**src/rtl/fft_sequencer_pkg.sv**
```systemverilog
// Shared definitions for the FFT sequencer, its address generator, the sample RAM and the twiddle ROM.
package fft_sequencer_pkg;

  localparam int LOG2N_DEF    = 4;
  localparam int PIPE_LAT_DEF = 2;

  typedef enum logic [1:0] {
    ST_IDLE   = 2'd0,
    ST_RUN    = 2'd1,
    ST_DRAIN  = 2'd2,
    ST_FINISH = 2'd3
  } seq_state_e;

  function automatic int n_of(int log2n);
    return 1 << log2n;
  endfunction

  function automatic int half_n_of(int log2n);
    return 1 << (log2n - 1);
  endfunction

  // Counter width that never collapses to zero bits.
  function automatic int cnt_w(int n);
    return (n > 1) ? $clog2(n) : 1;
  endfunction

  function automatic int stage_w(int log2n);
    return cnt_w(log2n);
  endfunction

endpackage

```
**src/rtl/fft_sequencer_addr_gen.sv**
```systemverilog
// Combinational radix-2 DIT address generator: (stage, pair) -> butterfly read/write and twiddle addresses.
module fft_addr_gen
  import fft_sequencer_pkg::*;
#(
  parameter int LOG2N = LOG2N_DEF
) (
  input  logic [stage_w(LOG2N)-1:0] s,
  input  logic [LOG2N-2:0]          k,
  output logic [LOG2N-1:0]          addr_a,
  output logic [LOG2N-1:0]          addr_b,
  output logic [LOG2N-2:0]          tw_addr
);

  localparam int AW = LOG2N;
  localparam int KW = LOG2N - 1;
  localparam int SW = stage_w(LOG2N);

  logic [AW-1:0] k_w;
  logic [AW-1:0] span;
  logic [AW-1:0] pos;
  logic [AW-1:0] grp;
  logic [AW-1:0] a_w;
  logic [SW:0]   s_p1;
  logic [SW-1:0] tw_sh;

  always_comb begin
    k_w   = {1'b0, k};
    span  = AW'(1) << s;
    pos   = k_w & (span - AW'(1));
    grp   = k_w >> s;
    s_p1  = {1'b0, s} + (SW + 1)'(1);
    tw_sh = SW'(LOG2N - 1) - s;
    a_w   = (grp << s_p1) | pos;
  end

  assign addr_a  = a_w;
  assign addr_b  = a_w + span;
  // pos < span <= N/2, so the shifted twiddle index always fits in LOG2N-1 bits.
  assign tw_addr = pos[KW-1:0] << tw_sh;

endmodule

```
**src/rtl/fft_sequencer.sv**
```systemverilog
// In-place radix-2 DIT FFT control sequencer: issues butterfly reads per stage, drains the
// pipeline between stages, and replays each read's addresses as the write-back PIPE_LAT cycles later.
module fft_sequencer
  import fft_sequencer_pkg::*;
#(
  parameter int LOG2N    = LOG2N_DEF,
  parameter int PIPE_LAT = PIPE_LAT_DEF
) (
  input  logic                      clk,
  input  logic                      rst,
  input  logic                      start,
  output logic                      busy,
  output logic                      done,
  output logic                      rd_en,
  output logic [LOG2N-1:0]          rd_addr_a,
  output logic [LOG2N-1:0]          rd_addr_b,
  output logic [LOG2N-2:0]          tw_addr,
  output logic                      wr_en,
  output logic [LOG2N-1:0]          wr_addr_a,
  output logic [LOG2N-1:0]          wr_addr_b,
  output logic [stage_w(LOG2N)-1:0] stage
);

  localparam int SW = stage_w(LOG2N);
  localparam int KW = LOG2N - 1;
  localparam int DW = cnt_w(PIPE_LAT);

  localparam logic [KW-1:0] K_LAST = KW'(half_n_of(LOG2N) - 1);
  localparam logic [SW-1:0] S_LAST = SW'(LOG2N - 1);
  localparam logic [DW-1:0] D_LAST = DW'(PIPE_LAT - 1);

  typedef struct packed {
    logic             valid;
    logic [LOG2N-1:0] a;
    logic [LOG2N-1:0] b;
  } wr_slot_t;

  seq_state_e state_q, state_d;
  logic [SW-1:0] s_q, s_d;
  logic [KW-1:0] k_q, k_d;
  logic [DW-1:0] d_q, d_d;

  logic [LOG2N-1:0] gen_a;
  logic [LOG2N-1:0] gen_b;
  logic [KW-1:0]    gen_tw;

  wr_slot_t pipe [PIPE_LAT];

  fft_addr_gen #(.LOG2N(LOG2N)) u_addr_gen (
    .s      (s_q),
    .k      (k_q),
    .addr_a (gen_a),
    .addr_b (gen_b),
    .tw_addr(gen_tw)
  );

  always_comb begin
    // NOTE: every variable gets its hold value first, so no path through the case infers a latch.
    state_d = state_q;
    s_d     = s_q;
    k_d     = k_q;
    d_d     = d_q;
    case (state_q)
      ST_IDLE: begin
        if (start) begin
          state_d = ST_RUN;
          s_d     = '0;
          k_d     = '0;
          d_d     = '0;
        end
      end
      ST_RUN: begin
        k_d = k_q + KW'(1);
        if (k_q == K_LAST) begin
          state_d = ST_DRAIN;
          d_d     = '0;
        end
      end
      ST_DRAIN: begin
        d_d = d_q + DW'(1);
        if (d_q == D_LAST) begin
          d_d = '0;
          if (s_q == S_LAST) begin
            state_d = ST_FINISH;
          end else begin
            state_d = ST_RUN;
            s_d     = s_q + SW'(1);
            k_d     = '0;
          end
        end
      end
      ST_FINISH: state_d = ST_IDLE;
      default:   state_d = ST_IDLE;
    endcase
  end

  always_ff @(posedge clk) begin
    // NOTE: sequential state uses non-blocking assignments so every flop samples pre-edge values.
    if (rst) begin
      state_q <= ST_IDLE;
      s_q     <= '0;
      k_q     <= '0;
      d_q     <= '0;
    end else begin
      state_q <= state_d;
      s_q     <= s_d;
      k_q     <= k_d;
      d_q     <= d_d;
    end
  end

  // Output register stage: every port is driven straight from a flop.
  always_ff @(posedge clk) begin
    if (rst) begin
      busy      <= 1'b0;
      done      <= 1'b0;
      rd_en     <= 1'b0;
      rd_addr_a <= '0;
      rd_addr_b <= '0;
      tw_addr   <= '0;
      stage     <= '0;
      // NOTE: the delay pipe is a handful of flops, not a RAM; clearing it is what drops in-flight writes.
      for (int i = 0; i < PIPE_LAT; i++) pipe[i] <= '0;
    end else begin
      busy      <= (state_q == ST_RUN) || (state_q == ST_DRAIN);
      done      <= (state_q == ST_FINISH);
      rd_en     <= (state_q == ST_RUN);
      rd_addr_a <= gen_a;
      rd_addr_b <= gen_b;
      tw_addr   <= gen_tw;
      stage     <= s_q;
      pipe[0]   <= wr_slot_t'{valid: rd_en, a: rd_addr_a, b: rd_addr_b};
      for (int i = 1; i < PIPE_LAT; i++) pipe[i] <= pipe[i-1];
    end
  end

  assign wr_en     = pipe[PIPE_LAT-1].valid;
  assign wr_addr_a = pipe[PIPE_LAT-1].a;
  assign wr_addr_b = pipe[PIPE_LAT-1].b;

endmodule
```
**config.mk**
```make
export PLATFORM = sky130hd
export DESIGN_NAME = fft_sequencer
export DESIGN_NICKNAME = d
export VERILOG_FILES = /design/src/rtl/fft_sequencer_pkg.sv /design/src/rtl/fft_sequencer_addr_gen.sv /design/src/rtl/fft_sequencer.sv
export SDC_FILE = /design/constraint.sdc
export NUM_CORES = 1
export LEC_CHECK = 0
export ABC_CLOCK_PERIOD_IN_PS = 4450
export BUFFER_PORTS_ARGS = -buffer_cell sky130_fd_sc_hd__buf_2
export CORE_ASPECT_RATIO = 0.8
export CORE_MARGIN = 2
export CORE_UTILIZATION = 54
export CTS_BUF_LIST = sky130_fd_sc_hd__clkbuf_2
export CTS_CLUSTER_SIZE = 12
export DETAILED_ROUTE_END_ITERATION = 16
export PLACE_DENSITY = 0.78
export SLEW_MARGIN = 40
export SYNTH_ARGS = -nofsm -noshare
export SYNTH_HDL_FRONTEND = slang
export SYNTH_SLANG_ARGS = --single-unit
```
**constraint.sdc**
```tcl
create_clock -name clk -period 4.45 [get_ports clk]
set_input_delay 0.6675 -clock clk [delete_from_list [all_inputs] [get_ports clk]]
set_output_delay 0.6675 -clock clk [all_outputs]
set_load 0.05 [all_outputs]
```
==> results_dict.tcl <==
set metrics [dict create \
    grt_pass1_wl_mm 4.73 \
    hold_viol 0 \
    cts.root.buffer_cell "clkbuf_2" \
    p_leak_nw 0.904 \
    cp_data_required_time_ns 4.75 \
    crit_path_end_kind "flip-flop" \
    postRouteAntennaNets 0 \
    period_share_pct 60.6 \
    start_util_pct 57.6 \
    synth.area.mux_share_pct 1.11 \
    synth-seq-cells 42 \
    row_count 18 \
    setup.worst_path.class "reg2reg" \
    antenna_found_initial 0 \
    period_minus_slack_ns 2.70 \
    clkTransAtPathRegs_ns 0.19 \
    maxCapViolCount 0 \
    die_y_um 55.7 \
    cts_setup_buffers 0 \
    setup_viol 0 \
    cp_max_fo 17 \
    seqCellArea_sq_um 841 \
    synth_area_sq_um 1800 \
    insertion_delay_ns 0.41 \
    wl_mm 2.83 \
    synth-compound-area-share_pct 9.64 \
    slew_headroom_pct 54.7 \
    grt_pass1_vias 1056 \
    ir_drop_mv 0.313 \
    startpoint_type "flip-flop" \
    place_congestion 0.817 \
    ys_types 36 \
    avgViaCountPerCell 4.93 \
    power_uw 898 \
    syn_area_per_cell_sq_um 10.4 \
    holdBufCountCts 0 \
    cts_tree "done" \
    grt_max_degree 41 \
    nets 211 \
    timing.fmax_mhz 371 \
    drive_above_1_share_pct 22.2 \
    syn_nets 192 \
    post_cts_resized 0 \
    dieArea_sq_um 3820 \
    htree_num_levels 2 \
    synth_top_area_cell "dfxtp_1" \
    synth_xor_area_share_pct 2.36 \
    rsz0062_at_grt "no" \
    drt_iter0_markers 39 \
    synth_top_family_by_area "simple AND/OR/NAND/NOR gates" \
    area_growth_pct 8.18 \
    netlist_top_cells_area "dfxtp_1 47%, ha_1 9.7%, nor2b_1 9.7%, buf_4 3.7%, nor2_1 2.7%" \
    cts-buffers-inserted 5 \
    clock_path_buffers 2 \
    yosysWarnings 0 \
    syn-instance-count 174 \
    yosys.area.top_type_share_pct 46.6 \
    routedWlPerCell_um 12.1 \
    max_slew.worst_pin.slew_ns 0.680 \
    dp_hpwl_mm 1.98 \
    p_per_area_nw_per_um2 460 \
    outcome "finished clean" \
    synthSimpleGateAreaFrac_pct 21.8 \
    core_area_sq_um 3130 \
    fillerInstances 251 \
    portBuffers 27 \
    critPathArrivalTime_ns 3.00 \
    multi_input_area_sq_um 825 \
    synth_seq_area_share_pct 46.6 \
    skew_ns 0.0223 \
    design.portCount 28 \
    grt_overflow 0 \
    die_x_um 68.6 \
    synth_adder_area_share_pct 10.8 \
    hold_path.class "reg2reg" \
    diodes 0 \
    drc 0 \
    clock_sinks 42 \
    grt.total_usage_pct 16.5 \
    vias 1154 \
    firstDrtPassIters 5 \
    slew_violations 0 \
    tns_ns 0 \
]
-- metal layers --
| layer | part of all wire (%) | GRT usage (%) | vias up |
|---|---|---|---|
| met5 | 0 | 0 | - |
| met4 | 1.5 | 6.00 | 0 |
| met2 | 44 | 22.9 | 36 |
| li1 | - | - | 590 |
| met1 | 46 | 22.6 | 524 |
| met3 | 7.8 | 7.09 | 4 |
-- per-stage QoR --
stage	cell area [sq um]	cells	setup WS, ns	utilization [%]	hold slack (ns)
finish	1950	234	1.75	62.4	0.457
global route	1950	234	1.53	62.4	0.469
CTS	1950	234	1.77	62.4	0.460
detailed placement	1880	226	1.81	60.2	0.424
global placement	1880	226	1.92	60.2	0.416
floorplan	1800	174	2.12	-	0.414
-- cell usage after synthesis, drive strengths merged --
library cell,count
and4bb,1
buf,11
nor2,13
inv,9
nor3,4
nor2b,28
and2b,2
nand2b,6
o21ai,1
nand2,3
a211oi,4
o31ai,1
a21oi,8
and4b,1
a32o,1
nor3b,1
mux2i,2
xnor2,2
clkbuf,4
o32ai,1
fa,1
nand3,6
ha,14
nand3b,1
a21o,4
o31a,1
dfxtp,42
xor2,2
-- final timing paths --
check	depth (start not counted)	start	slack (ns)	to
worst max-delay path	8	s_q[0]$_SDFFE_PP0P_	1.75	rd_addr_b[2]$_SDFF_PP0_
worst min-delay path	1	pipe[0][6]$_SDFF_PP0_	0.46	pipe[0][15]$_SDFF_PP0_
worst max register to register	8	s_q[0]$_SDFFE_PP0P_	1.75	rd_addr_b[2]$_SDFF_PP0_
worst min register to register	1	pipe[0][6]$_SDFF_PP0_	0.46	pipe[0][15]$_SDFF_PP0_
-- cells in the final DEF (no fill, tap or decap), drive strengths merged, types with 2 or more instances in the layout --
cell,n
xor2,2
a21oi,8
nor2b,28
xnor2,2
ha,14
clkbuf,6
mux2i,2
inv,9
buf,27
nand3,6
nor2,13
dfxtp,42
nor3,4
a21o,4
nand2,3
nand2b,6
and2b,2
a211oi,4
-- registers in the layout, indices dropped and copies added (netlist names) --
signal,count
rd_addr_b,4
d_q,1
stage,2
rd_addr_a,4
state_q,2
pipe,18
rd_en,1
busy,1
s_q,2
done,1
k_q,3
tw_addr,3
-- cell type report --
cell class / count / share of cell area (%)
clock buffers: 6 / 1.54
multi-input cells: 108 / 42.2
clock inverters: 2 / 1.92
repair buffers: 27 / 6.92
well taps: 40 / 2.56
flip-flops and latches: 42 / 43.1
inverters: 9 / 1.73
-- where the power goes --
group | internal (mW) | total, mW | leakage (nW) | switching [mW]
Sequential | 0.408 | 0.432 | 0.340 | 0.0239
Combinational | 0.0926 | 0.249 | 0.524 | 0.156
Clock | 0.0972 | 0.218 | 0.0392 | 0.120
-- cells by family after synthesis --
group / Yosys count
compound gates: 21
buf+inv: 24
fa+ha+maj: 15
mux: 2
flops: 42
xor+xnor: 4
simple gates: 66
-- critical path, stage by stage, from the launching register on --
cell     delay (ns)
dfxtp_1        0.71
inv_1          0.19
ha_1           0.45
o31ai_1        0.38
ha_1           0.25
inv_1          0.06
fa_1           0.37
xor2_1         0.14
nor2_1         0.05
(Power assumes the default switching activity.)
